`config.mk`:
```
export PLATFORM = sky130hd
export DESIGN_NAME = fm0_frame_ctrl
export DESIGN_NICKNAME = d
export VERILOG_FILES = /design/src/rtl/fm0_pkg.sv /design/src/rtl/fm0_chunk_ser.sv /design/src/rtl/fm0_frame_ctrl.sv
export SDC_FILE = /design/constraint.sdc
export NUM_CORES = 1
export LEC_CHECK = 0
export ABC_AREA = 1
export CAP_MARGIN = 40
export CORE_UTILIZATION = 45
export CTS_CLUSTER_DIAMETER = 50
export DETAILED_ROUTE_END_ITERATION = 7
export GPL_TIMING_DRIVEN = 0
export PLACE_DENSITY_LB_ADDON = 0.3
export SLEW_MARGIN = 20
export SYNTH_ARGS = -nofsm -noshare
export SYNTH_HDL_FRONTEND = slang
export SYNTH_SLANG_ARGS = --single-unit
```
`constraint.sdc`:
```
create_clock -name clk -period 3.9 [get_ports clk]
set_input_delay 0.39 -clock clk [delete_from_list [all_inputs] [get_ports clk]]
set_output_delay 0.39 -clock clk [all_outputs]
set_load 0.03 [all_outputs]
```
`src/rtl/fm0_pkg.sv`:
```
// ---------------------------------------------------------------------------
// fm0_pkg
//   Shared definitions for the FM0 frame controller: the frame-control FSM
//   state type and its encodings.
// ---------------------------------------------------------------------------
package fm0_pkg;

  typedef enum logic [1:0] {
    ST_IDLE  = 2'd0,
    ST_CLEAR = 2'd1,
    ST_RUN   = 2'd2,
    ST_DONE  = 2'd3
  } fm0_state_e;

endpackage

```
`src/rtl/fm0_chunk_ser.sv`:
```
// ---------------------------------------------------------------------------
// fm0_chunk_ser
//   Two-entry chunk buffer (active shift register + one pending chunk) that
//   serializes decoder chunks LSB first onto a valid/ready bit stream.
//
// Ports
//   clk          clock
//   rst          synchronous active-high reset (empties the buffer)
//   flush_i      discard all buffered bits this edge (wins over everything)
//   chunk_i      decoded chunk, bit 0 is emitted first
//   chunk_vld_i  chunk strobe (already qualified by the caller)
//   bit_rdy_i    downstream ready
//   bit_dat_o    serial data (0 while nothing is valid)
//   bit_vld_o    serial valid
//   bit_fire_o   a bit transfers at the coming edge
//   ovf_o        a chunk arrived with both entries occupied and was dropped
// ---------------------------------------------------------------------------
module fm0_chunk_ser
  import fm0_pkg::*;
#(
  parameter int TRACEBACK_DEPTH = 5
) (
  input  logic                       clk,
  input  logic                       rst,
  input  logic                       flush_i,
  input  logic [TRACEBACK_DEPTH-1:0] chunk_i,
  input  logic                       chunk_vld_i,
  input  logic                       bit_rdy_i,
  output logic                       bit_dat_o,
  output logic                       bit_vld_o,
  output logic                       bit_fire_o,
  output logic                       ovf_o
);

  localparam int CW = $clog2(TRACEBACK_DEPTH + 1);
  localparam logic [CW-1:0] CNT_FULL = CW'(TRACEBACK_DEPTH);
  localparam logic [CW-1:0] CNT_ONE  = CW'(1);

  logic                       act_vld_q, act_vld_d;
  logic [CW-1:0]              act_cnt_q, act_cnt_d;
  logic [TRACEBACK_DEPTH-1:0] act_sh_q,  act_sh_d;
  logic                       pnd_vld_q, pnd_vld_d;
  logic [TRACEBACK_DEPTH-1:0] pnd_dat_q, pnd_dat_d;
  logic                       fire;

  assign fire       = act_vld_q & bit_rdy_i;
  assign bit_fire_o = fire;
  assign bit_vld_o  = act_vld_q;
  // Gate with valid so the unreset data register never leaks onto the port.
  assign bit_dat_o  = act_vld_q & act_sh_q[0];

  always_comb begin
    act_vld_d = act_vld_q;
    act_cnt_d = act_cnt_q;
    act_sh_d  = act_sh_q;
    pnd_vld_d = pnd_vld_q;
    pnd_dat_d = pnd_dat_q;
    ovf_o     = 1'b0;

    if (fire) begin
      if (act_cnt_q == CNT_ONE) begin
        act_vld_d = 1'b0;
      end else begin
        act_sh_d  = act_sh_q >> 1;
        act_cnt_d = act_cnt_q - CNT_ONE;
      end
    end

    // Refill the shifter from pending as soon as it drains, so a chunk that
    // arrives on the last-bit transfer lands in pending instead of dropping.
    if (!act_vld_d && pnd_vld_d) begin
      act_vld_d = 1'b1;
      act_sh_d  = pnd_dat_q;
      act_cnt_d = CNT_FULL;
      pnd_vld_d = 1'b0;
    end

    if (chunk_vld_i) begin
      if (!act_vld_d) begin
        act_vld_d = 1'b1;
        act_sh_d  = chunk_i;
        act_cnt_d = CNT_FULL;
      end else if (!pnd_vld_d) begin
        pnd_vld_d = 1'b1;
        pnd_dat_d = chunk_i;
      end else begin
        ovf_o = 1'b1;
      end
    end

    if (flush_i) begin
      act_vld_d = 1'b0;
      pnd_vld_d = 1'b0;
      ovf_o     = 1'b0;
    end
  end

  always_ff @(posedge clk) begin
    if (rst) begin
      act_vld_q <= 1'b0;
      act_cnt_q <= '0;
      pnd_vld_q <= 1'b0;
    end else begin
      act_vld_q <= act_vld_d;
      act_cnt_q <= act_cnt_d;
      pnd_vld_q <= pnd_vld_d;
    end
  end

  always_ff @(posedge clk) begin
    act_sh_q  <= act_sh_d;
    pnd_dat_q <= pnd_dat_d;
  end

endmodule

```
`src/rtl/fm0_frame_ctrl.sv`:
```
// ---------------------------------------------------------------------------
// fm0_frame_ctrl
//   Frame controller sitting between an FM0 symbol correlator and a decoder.
//   It clears the decoder at frame start, gates correlator strobes to the
//   decoder while running, serializes decoded chunks into a bit stream and
//   ends the frame after the requested number of bit transfers.
//
//   Build option: define FM0_CTRL_TIMEOUT_EN to include the idle-symbol
//   watchdog; without it err_timeout is tied low and RUN only ends on the
//   bit count or reset.
//
// Ports
//   clk, rst       clock, synchronous active-high reset
//   start          frame-start pulse (honoured in IDLE only)
//   frame_len      number of bits in the frame, sampled on accepted start
//   corr_vld_in    correlator symbol strobe
//   dec_vld        strobe forwarded to the decoder (RUN only)
//   dec_rst        one-cycle decoder metric clear at frame start
//   dec_dat        decoded chunk, dec_out_vld its strobe
//   bit_dat/bit_vld/bit_rdy  serial output stream
//   busy, done     frame in progress / one-cycle end-of-frame pulse
//   err_timeout    watchdog expired (sticky until next accepted start)
//   err_overflow   chunk dropped (sticky until next accepted start)
// ---------------------------------------------------------------------------
module fm0_frame_ctrl
  import fm0_pkg::*;
#(
  parameter int TRACEBACK_DEPTH = 5,
  parameter int LEN_WIDTH       = 16,
  parameter int TIMEOUT_CYCLES  = 1024
) (
  input  logic                       clk,
  input  logic                       rst,
  input  logic                       start,
  input  logic [LEN_WIDTH-1:0]       frame_len,
  input  logic                       corr_vld_in,
  output logic                       dec_vld,
  output logic                       dec_rst,
  input  logic [TRACEBACK_DEPTH-1:0] dec_dat,
  input  logic                       dec_out_vld,
  output logic                       bit_dat,
  output logic                       bit_vld,
  input  logic                       bit_rdy,
  output logic                       busy,
  output logic                       done,
  output logic                       err_timeout,
  output logic                       err_overflow
);

  localparam logic [LEN_WIDTH:0]   CNT_ONE = (LEN_WIDTH+1)'(1);

  fm0_state_e           state_q;
  logic [LEN_WIDTH-1:0] len_q;
  logic [LEN_WIDTH-1:0] bit_cnt_q;
  logic                 busy_q, done_q, dec_rst_q, err_ovf_q;
  logic                 in_run, bit_fire, ovf_pulse, last_xfer, wdog_hit, end_run;
  logic                 ser_flush;

`ifdef FM0_CTRL_TIMEOUT_EN
  localparam int WD_W = $clog2(TIMEOUT_CYCLES + 1);
  localparam logic [WD_W-1:0] WD_LIMIT = WD_W'(TIMEOUT_CYCLES);
  logic [WD_W-1:0] wdog_q;
  logic            err_to_q;

  // Fires on the cycle whose edge would bring the idle count to the limit.
  assign wdog_hit    = in_run && !corr_vld_in && ((wdog_q + WD_W'(1)) == WD_LIMIT);
  assign err_timeout = err_to_q;
`else
  logic unused_timeout_cfg;
  assign unused_timeout_cfg = ^TIMEOUT_CYCLES;
  assign wdog_hit    = 1'b0;
  assign err_timeout = 1'b0;
`endif

  assign in_run    = (state_q == ST_RUN);
  assign dec_vld   = in_run & corr_vld_in;
  assign last_xfer = (({1'b0, bit_cnt_q} + CNT_ONE) == {1'b0, len_q});
  assign end_run   = in_run && ((bit_fire && last_xfer) || wdog_hit);
  // Buffer is only live in RUN; leaving RUN discards whatever is still queued.
  assign ser_flush = !in_run || end_run;

  assign busy         = busy_q;
  assign done         = done_q;
  assign dec_rst      = dec_rst_q;
  assign err_overflow = err_ovf_q;

  fm0_chunk_ser #(
    .TRACEBACK_DEPTH (TRACEBACK_DEPTH)
  ) u_ser (
    .clk         (clk),
    .rst         (rst),
    .flush_i     (ser_flush),
    .chunk_i     (dec_dat),
    .chunk_vld_i (dec_out_vld & in_run),
    .bit_rdy_i   (bit_rdy),
    .bit_dat_o   (bit_dat),
    .bit_vld_o   (bit_vld),
    .bit_fire_o  (bit_fire),
    .ovf_o       (ovf_pulse)
  );

  always_ff @(posedge clk) begin
    if (state_q == ST_IDLE && start) len_q <= frame_len;
  end

  always_ff @(posedge clk) begin
    if (rst) begin
      state_q   <= ST_IDLE;
      bit_cnt_q <= '0;
      busy_q    <= 1'b0;
      done_q    <= 1'b0;
      dec_rst_q <= 1'b0;
      err_ovf_q <= 1'b0;
`ifdef FM0_CTRL_TIMEOUT_EN
      wdog_q    <= '0;
      err_to_q  <= 1'b0;
`endif
    end else begin
      done_q    <= 1'b0;
      dec_rst_q <= 1'b0;
      if (ovf_pulse) err_ovf_q <= 1'b1;

      case (state_q)
        ST_IDLE: begin
          if (start) begin
            state_q   <= ST_CLEAR;
            bit_cnt_q <= '0;
            busy_q    <= 1'b1;
            dec_rst_q <= 1'b1;
            err_ovf_q <= 1'b0;
          end
        end
        ST_CLEAR: begin
          if (len_q == '0) begin
            state_q <= ST_DONE;
            done_q  <= 1'b1;
          end else begin
            state_q <= ST_RUN;
          end
        end
        ST_RUN: begin
          if (bit_fire) bit_cnt_q <= bit_cnt_q + LEN_WIDTH'(1);
          if (end_run) begin
            state_q <= ST_DONE;
            done_q  <= 1'b1;
          end
        end
        ST_DONE: begin
          state_q <= ST_IDLE;
          busy_q  <= 1'b0;
        end
        default: begin
          state_q <= ST_IDLE;
          busy_q  <= 1'b0;
        end
      endcase

`ifdef FM0_CTRL_TIMEOUT_EN
      if (!in_run || corr_vld_in) wdog_q <= '0;
      else                        wdog_q <= wdog_q + WD_W'(1);
      if (state_q == ST_IDLE && start) err_to_q <= 1'b0;
      else if (wdog_hit)               err_to_q <= 1'b1;
`endif
    end
  end

endmodule

```
; Word level (Yosys, flattened, before mapping)
; Index checks and enable logic that the tools add are counted.
[totals]
regBits = 53
in_bits = 27
elab_cells = 83
[classes]
n_addsub = 3
eq_ne = 8
mux = 37
bitwise = 6
n_reduce_logical = 17
[op_table]
columns = cell, count
row1 = 2-to-1 mux 16 bit, 2
row2 = one-hot mux 16 bit (2 select lines), 1
row3 = 2-to-1 mux 5 bit, 5
row4 = 2-to-1 mux 1 bit, 19
row5 = adder 16 x 1 -> 17 bit (second input constant), 1
row6 = == test 17 x 16 -> 1 bit, 1
row7 = adder 16 x 1 -> 16 bit (second input constant), 1
row8 = zero test 16 bit, 1
row9 = 2-to-1 mux 3 bit, 5
row10 = one-hot mux 2 bit (4 select lines), 1
row11 = AND reduction 3 bit, 2
row12 = AND 1 bit, 4
row13 = == test 2 bit (second input constant), 2
row14 = logical AND 1 bit, 4
row15 = 2-to-1 mux 2 bit, 2
row16 = != test 2 x 1 -> 1 bit (second input constant), 2
row17 = one-hot mux 1 bit (2 select lines), 2
row18 = AND reduction 2 bit, 2
row19 = nonzero test 2 bit, 2
row20 = OR reduction 2 bit, 2
row21 = == test 3 x 1 -> 1 bit (second input constant), 1
row22 = subtractor 3 x 1 -> 3 bit (second input constant), 1
row23 = == test 2 x 1 -> 1 bit (second input constant), 1
row24 = zero test 1 bit, 2
row25 = 4 further kinds, 5

; Longest topological paths before layout
; Gate-level depths: netlist of run 1.
[depth]
ltp_word = 13
mapped_depth = 17
ltp_nobuf = 17

; Hierarchy
; From an unflattened synthesis of run 1, not the netlist that was laid out.
[unflattened]
hier_cells = 417
area_unflattened_um2 = 3105.5
[by_module_without_submodules]
columns = mod, instances, cells_each, area_per_inst_um2, seq_area_each_um2
row1 = fm0_frame_ctrl, 1, 320, 2311.0, 920.9
row2 = fm0_chunk_ser, 1, 97, 794.5, 350.3

; Worst setup path after synthesis of run 1
; Ideal clock, no wire load.
[synth_timing]
kind = register -> register
from = register u_ser.act_vld_q, in the netlist u_ser.bit_vld_o
to = register u_ser.pnd_dat_q[0], enable pin
arrival_ns = 1.755
required_time_ns = 3.560
slack_ns = 1.805
path_stages_with_launch = 7
path_buffers = 0
cell_sequence = dfxtp_1 nand2_1 nor2_1 a21oi_1 ha_1 inv_1 nor2_1
[synth_between]
elab_chain_cells = 7
word_cells_on_any_way = 9
classes_between = 4 x mux / 2 x bitwise / 3 x reduce/logical
[synth_lines]
columns = item, line
row1 = start: declaration, fm0_chunk_ser.sv:39  ; logic act_vld_q, act_vld_d;
row2 = start signal: assignment, fm0_chunk_ser.sv:104  ; act_vld_q <= act_vld_d;
row3 = 2-to-1 mux 1 bit / AND 1 bit (equally long branches), "fm0_chunk_ser.sv:61, fm0_chunk_ser.sv:46"
row4 = 2-to-1 mux 1 bit (*), fm0_chunk_ser.sv:60  ; if (fire) begin
row5 = zero test 1 bit, fm0_chunk_ser.sv:71  ; if (!act_vld_d && pnd_vld_d) begin
row6 = logical AND 1 bit, fm0_chunk_ser.sv:71
row7 = 2-to-1 mux 1 bit, fm0_chunk_ser.sv:71
row8 = NOT 1 bit (no source line), -
row9 = AND reduction 3 bit (no source line) (*), -
row10 = end signal: assignment, fm0_chunk_ser.sv:112  ; pnd_dat_q <= pnd_dat_d;
row11 = end: declaration, fm0_chunk_ser.sv:43  ; logic [TRACEBACK_DEPTH-1:0] pnd_dat_q, pnd_dat_d;
; Every way passes the cells marked *; elsewhere a longest branch is shown, timed or not.
; A chain may end at the register's enable or synchronous reset.

; Final worst setup path of run 1
[layout_timing]
from = input bit_rdy
to = register u_ser.act_sh_q[3]
[layout_between]
elab_chain_cells = 7
word_cells_on_any_way = 9
classes_between = 6 x mux / 1 x bitwise / 2 x reduce/logical
[layout_lines]
columns = item, line
row1 = start: declaration, fm0_frame_ctrl.sv:43  ; input logic bit_rdy,
row2 = AND 1 bit (*), fm0_chunk_ser.sv:46  ; assign fire = act_vld_q & bit_rdy_i;
row3 = 2-to-1 mux 1 bit, fm0_chunk_ser.sv:60
row4 = zero test 1 bit, fm0_chunk_ser.sv:71
row5 = logical AND 1 bit, fm0_chunk_ser.sv:71
row6 = 2-to-1 mux 5 bit / 2-to-1 mux 1 bit (equally long branches), fm0_chunk_ser.sv:71
row7 = 2-to-1 mux 5 bit, fm0_chunk_ser.sv:79  ; if (!act_vld_d) begin
row8 = 2-to-1 mux 5 bit (*), fm0_chunk_ser.sv:78  ; if (chunk_vld_i) begin
row9 = named net u_ser.act_sh_d[3], fm0_chunk_ser.sv:41  ; logic [TRACEBACK_DEPTH-1:0] act_sh_q, act_sh_d;
row10 = end signal: assignment, fm0_chunk_ser.sv:111  ; act_sh_q <= act_sh_d;
row11 = end: declaration, fm0_chunk_ser.sv:41
; Mark *: on every way through the listed nets, which the timed path passes. The rest lies on a longest branch.

==> flow_metrics.env, run 1 <==
export IMPL_status="finished clean"
export IMPL_cts_path_max_buffers=2
export IMPL_clock_latency_ns=0.31
export IMPL_fin_crit_ns=2.39
export IMPL_cts_htree_levels=2
export IMPL_setup_worst_path_end_class="register"
export IMPL_post_cts_resized=0
export IMPL_power_density_nw_per_um2=445
export IMPL_max_slew_margin_rel_pct=55.3
export IMPL_min_delay_start="bit_cnt_q[15]"
export IMPL_ys_seq_area_share_pct=43.5
export IMPL_setup_violations=0
export IMPL_ys_seq_elements=53
export IMPL_cts_tree="yes"
export IMPL_yosysTopAreaCell="dfxtp_1"
export IMPL_cts_root_buf="clkbuf_8"
export IMPL_routedWlPerCell_um=12.8
export IMPL_crit_fanout=9
export IMPL_drv_cap=0
export IMPL_grt_overflow=0
export IMPL_postRouteAntennaNets=0
export IMPL_fmax_ghz=0.418
export IMPL_numCtsBuffers=5
export IMPL_reg2reg_from="u_ser.act_cnt_q[1]"
export IMPL_antenna_cells=0
export IMPL_crit_chain="clkdlybuf4s50_1 -> nand2_1 -> nor2_1 -> a21oi_1 -> ha_1 -> nand2_1 -> nand2_1 -> inv_1 -> o21ai_0 -> o211ai_1"
export IMPL_max_stage_delay_ns=0.45
export IMPL_layout_common_cells="nand2_1 (106), inv_1 (46), nand3_1 (35)"
export IMPL_holdBufCountCts=0
export IMPL_drtIter0Drc=203
export IMPL_hold_path_endpoint="bit_cnt_q[15]"
export IMPL_vias_per_cell=5.15
export IMPL_postSynthCellCount=378
export IMPL_totalWireLength_um=6330
export IMPL_timing_final_crit_share_pct=61.4
export IMPL_syn_nets=417
export IMPL_first_global_vias=2180
export IMPL_nets=456
export IMPL_drc=0
export IMPL_grt_usage_pct=20.2
export IMPL_drive_gt1_share_pct=8.37
export IMPL_ys_top_cells_by_area="dfxtp_1 (22%), edfxtp_1 (22%), nand2_1 (14%)"
export IMPL_drv_slew=0
export IMPL_rr_worst_depth=12
export IMPL_fp_row_count=28
export IMPL_gp_congestion=0.951
export IMPL_worstPathRequired_ns=4.14
export IMPL_multi_input_area_sq_um=1440
export IMPL_portBuffers=32
export IMPL_core_area_sq_um=6100
export IMPL_grt_pass1_wl_um=10300
export IMPL_preCtsSetupSlack_ns=1.19
export IMPL_placedCellCount=485
export IMPL_leakagePower_nw=1.37
export IMPL_die_width_um=82.5
export IMPL_critical_path_most_common_cell="nand2_1"
export IMPL_rsz0062_at_grt="no"
export IMPL_seqCellArea_sq_um=1270
export IMPL_reg2reg_to="u_ser.act_sh_q[3]"
export IMPL_fill_cells=585
export IMPL_fin_skew_ns=0.00705
export IMPL_yosysWarnings=0
export IMPL_worstHoldPathCells=2
export IMPL_critPathSlowestCell="clkdlybuf4s50_1"
export IMPL_place_hpwl_um=4780
export IMPL_tns_ns=0
export IMPL_tightest_slew_ns=0.670
export IMPL_hp_class="register to register"
export IMPL_critPathTopFamily="simple AND/OR/NAND/NOR gates"
export IMPL_path_buf_inv=2
export IMPL_fin_ws_ns=1.51
export IMPL_rrSetupSlack_ns=1.56
export IMPL_dieArea_sq_um=6810
export IMPL_final_common_cell="nand2_1"
export IMPL_crit_type="input port to register"
export IMPL_synth_distinct_cells=34
export IMPL_dr_pass1_iters=5
export IMPL_clk_pin_slew_ns=0.10
export IMPL_syn_to_final_growth_pct=18.0
export IMPL_die_y_um=82.5
export IMPL_vdd_drop_max_mv=0.287
export IMPL_grt_max_degree=18
export IMPL_initial_core_util_pct=47.9
export IMPL_stdcell_count=493
export IMPL_worst_ep_arrival_time_ns=2.63
export IMPL_hold_viol_final=0
export IMPL_postCtsSetupRepairBufs=0
export IMPL_clock_sinks=53
export IMPL_via_count=2541
export IMPL_synth_top_area_share_pct=21.9
export IMPL_synth_avg_cell_area_sq_um=7.72
export IMPL_pin_count=35
export IMPL_start_kind="input port"
export IMPL_syn_area_sq_um=2920
export IMPL_antenna_found_initial=0
[state kept, by name (all words and copies together), names as in the netlist]
signal and flops:
bit_cnt_q 16, busy 1, dec_rst 1, done 1, err_overflow 1, len_q 16, state_q 2, u_ser.act_cnt_q 3
u_ser.act_sh_q 5, u_ser.bit_vld_o 1, u_ser.pnd_dat_q 5, u_ser.pnd_vld_q 1
[power breakdown]
group | internal, mW | switching, mW
Combinational | 0.157 | 0.265
Sequential | 0.673 | 0.0562
Clock | 0.194 | 0.188
[worst max path at each step]
stage	start	endpoint	slack, ns	cells past startpoint
2_1_floorplan	u_ser.bit_vld_o	u_ser.pnd_dat_q[0]	1.81	6
3_3_place_gp	bit_rdy	u_ser.act_sh_q[3]	1.24	10
3_5_place_dp	bit_rdy	u_ser.act_sh_q[2]	1.19	10
4_1_cts	bit_rdy	u_ser.act_sh_q[2]	1.51	10
5_1_grt	bit_rdy	u_ser.act_sh_q[2]	1.29	10
6_report	bit_rdy	u_ser.act_sh_q[3]	1.51	10
[final cells by class]
type | instances | area share [%]
flip-flops and latches | 53 | 36.9
plain buffers | 5 | 0.690
well taps | 75 | 2.72
multi-input cells | 272 | 41.9
clock inverters | 2 | 1.13
inverters | 48 | 5.23
repair buffers | 32 | 9.30
clock buffers | 6 | 2.11
[layer usage]
metal / vias to the layer above / part of all wire, % / track usage, %
li1: 1309 / - / -
met1: 1153 / 49 / 29.3
met2: 73 / 45 / 31.7
met3: 6 / 4.2 / 3.08
met4: 0 / 0.84 / 4.66
met5: - / 0 / 0
[cells in the mapped netlist, drive strengths merged]
| cell | number |
|---|---|
| a21oi | 24 |
| o21bai | 1 |
| xor3 | 2 |
| buf | 2 |
| nand3b | 4 |
| clkbuf | 3 |
| a211oi | 1 |
| dfxtp | 32 |
| nor3 | 2 |
| or2 | 2 |
| inv | 47 |
| o211ai | 3 |
| nor2 | 38 |
| o21ai | 13 |
| nand3 | 37 |
| ha | 12 |
| conb | 1 |
| xor2 | 3 |
| xnor2 | 2 |
| nand4 | 7 |
| a22oi | 2 |
| nand2 | 113 |
| nor3b | 1 |
| a31oi | 4 |
| edfxtp | 21 |
| clkinv | 1 |
[per-stage QoR]
step	hold WS, ns	power (mW)	util (%)	instance area (sq um)
6_report	0.504	1.53	56.5	3440
3_5_place_dp	0.475	1.16	54.7	3330
3_3_place_gp	0.477	1.15	54.7	3330
4_1_cts	0.503	1.54	56.5	3440
5_1_grt	0.530	1.62	56.5	3440
2_1_floorplan	0.466	1.03	-	2920
[worst reg2reg max path, cell delays in order (launching register included)]
cell	delay, ns
dfxtp_1	0.33
inv_1	0.06
ha_1	0.17
inv_1	0.05
nor2_1	0.04
nor2_1	0.39
a21oi_1	0.20
ha_1	0.27
nand2_1	0.24
nand2_1	0.16
inv_1	0.09
o21ai_0	0.09
o211ai_1	0.17
[logic make-up (layout without fill, tap and decap cells)]
kind of cell             Yosys count  in the layout  share of synthesized area (%)
flip-flops                        53             53                           43.5
AND/OR/NAND/NOR                  204            204                           31.8
buffers and inverters             53             93                           6.99
XOR/XNOR                           7              7                           3.13
adder cells (fa/ha/maj)           12             12                           5.14
other                              1              1                          0.128
AO/OA/AOI/OAI                     48             48                           9.26
No activity file was read; power rests on OpenSTA's default activity.
==> run 2: changes to the inputs <==
==> constraint.sdc (replaced) <==
create_clock -name clk -period 2.2 [get_ports clk]
set_input_delay 0.22 -clock clk [delete_from_list [all_inputs] [get_ports clk]]
set_output_delay 0.22 -clock clk [all_outputs]
set_load 0.03 [all_outputs]
==> run 2 against run 1 <==
  * Via count up 1.5%
  * Core utilization up 0.76 points
  * Cell count up 0.20%
  * Critical path depth down 5
  * Clock-buffer cell count unchanged
  * Flip-flop and latch count unchanged
  * Routed wire length up 1.2%
  * Highest routed layer unchanged
==> flow_metrics.env, run 2 (synthesis results as in run 1) <==
export IMPL_syn_to_final_growth_pct=19.6
export IMPL_crit_type="register to primary output"
export IMPL_postPlaceCellArea_sq_um=3330
export IMPL_nets=457
export IMPL_top_regs="bit_cnt_q x16, len_q x16"
export IMPL_drive_gt1_share_pct=11.0
export IMPL_drv_cap=0
export IMPL_drc=0
export IMPL_fp_row_count=28
export IMPL_tightest_slew_ns=0.674
export IMPL_fin_hold_ws_ns=0.347
export IMPL_hp_class="input port to register"
export IMPL_tns_ns=0
export IMPL_worst_ep_arrival_time_ns=1.84
export IMPL_grt_overflow=0
export IMPL_fin_crit_ns=2.06
export IMPL_fmax_ghz=0.485
export IMPL_clk_pin_slew_ns=0.10
export IMPL_crit_fanout=6
export IMPL_portBuffers=32
export IMPL_final_common_cell="nand2_1"
export IMPL_drtIter0Drc=229
export IMPL_cts_root_buf="clkbuf_8"
export IMPL_die_y_um=82.5
export IMPL_layout_common_cells="nand2_1 (105), inv_1 (46), nand3_1 (34)"
export IMPL_drv_slew=0
export IMPL_die_width_um=82.5
export IMPL_preCtsSetupSlack_ns=-0.338
export IMPL_routedWlPerCell_um=13.0
export IMPL_status="finished clean"
export IMPL_worstPathRequired_ns=1.98
export IMPL_vdd_drop_max_mv=0.509
export IMPL_postRouteAntennaNets=0
export IMPL_start_kind="register"
export IMPL_max_slew_margin_rel_pct=55.0
export IMPL_first_global_vias=2184
export IMPL_fin_area_sq_um=3490
export IMPL_setup_worst_path_end_class="primary output"
export IMPL_via_count=2578
export IMPL_dieArea_sq_um=6810
export IMPL_place_hpwl_um=4780
export IMPL_grt_usage_pct=20.2
export IMPL_power_density_nw_per_um2=788
export IMPL_cts_path_max_buffers=2
export IMPL_finish_utilization_pct=57.3
export IMPL_cts_htree_levels=2
export IMPL_holdBufCountCts=0
export IMPL_core_area_sq_um=6100
export IMPL_antenna_found_initial=0
export IMPL_hold_viol_final=0
export IMPL_grt_max_degree=18
export IMPL_gp_congestion=0.951
export IMPL_antenna_cells=0
export IMPL_pin_count=35
export IMPL_totalWireLength_um=6410
export IMPL_multi_input_area_sq_um=1480
export IMPL_clock_latency_ns=0.31
export IMPL_fill_cells=580
export IMPL_grt_pass1_wl_um=10300
export IMPL_timing_final_crit_share_pct=93.8
export IMPL_leakagePower_nw=1.37
export IMPL_clock_sinks=53
export IMPL_vias_per_cell=5.22
export IMPL_initial_core_util_pct=47.9
export IMPL_seqCellArea_sq_um=1270
export IMPL_cts_tree="yes"
export IMPL_fin_ws_ns=0.136
export IMPL_setup_violations=0
export IMPL_fin_skew_ns=0.00804
export IMPL_dr_pass1_iters=5
export IMPL_numCtsBuffers=5
-- run 2: per-stage QoR --
step	total power, mW	cells
after global placement	2.04	485
after global routing	2.91	494
after CTS	2.74	493
after floorplan	1.82	378
final	2.75	494
after detailed placement	2.06	485
-- run 2: layout make-up --
cell class	count	area share, %
timing repair buffer	33	9.39
clock buffer	6	2.08
buffer	5	0.789
sequential	53	36.5
inverter	48	5.16
clock inverter	2	1.11
tap	75	2.69
multi-input combinational	272	42.3
-- run 2: layer usage --
metal	global-route usage (%)	vias up	part of all wire, %
met2	31.7	74	46
li1	-	1312	-
met4	4.66	0	0.80
met3	3.08	6	4.6
met5	0	-	0
met1	29.2	1186	49
-- run 2: final timing paths --
kind | from | to | slack, ns | depth (start not counted)
worst max-delay path | state_q[0] | dec_vld | 0.14 | 5
worst max register to register | bit_cnt_q[0] | state_q[1] | 0.17 | 14
worst min register to register | bit_cnt_q[1] | bit_cnt_q[1] | 0.50 | 2
worst min-delay path | rst | bit_cnt_q[2] | 0.35 | 2
-- run 2: repair_timing --
item	4_1_cts	5_1_grt
gates cloned	0	0
setup endpoints to repair	23	26
pin swaps	0	1
resized for setup	3	11
setup buffers	0	1
-- run 2: power by group --
part           switching, mW  internal (mW)
Sequential            0.0991           1.19
Clock                  0.331          0.344
Combinational          0.489          0.293
-- run 2: critical path, cell delays in order, from the launching register on --
cell	delay (ns)
dfxtp_1	0.35
inv_1	0.14
ha_2	0.28
nand2_1	0.06
inv_1	0.05
clkdlybuf4s50_1	0.66
==> run 3: changes to the inputs <==
--- a/config.mk
+++ b/config.mk
@@ -9,6 +9,7 @@
 export CAP_MARGIN = 40
 export CORE_UTILIZATION = 45
 export CTS_CLUSTER_DIAMETER = 50
+export CTS_CLUSTER_SIZE = 12
 export DETAILED_ROUTE_END_ITERATION = 7
 export GPL_TIMING_DRIVEN = 0
 export PLACE_DENSITY_LB_ADDON = 0.3
==> results of run 3 <==
Same layout as run 2: the final DEF is identical, and so are final timing and power.
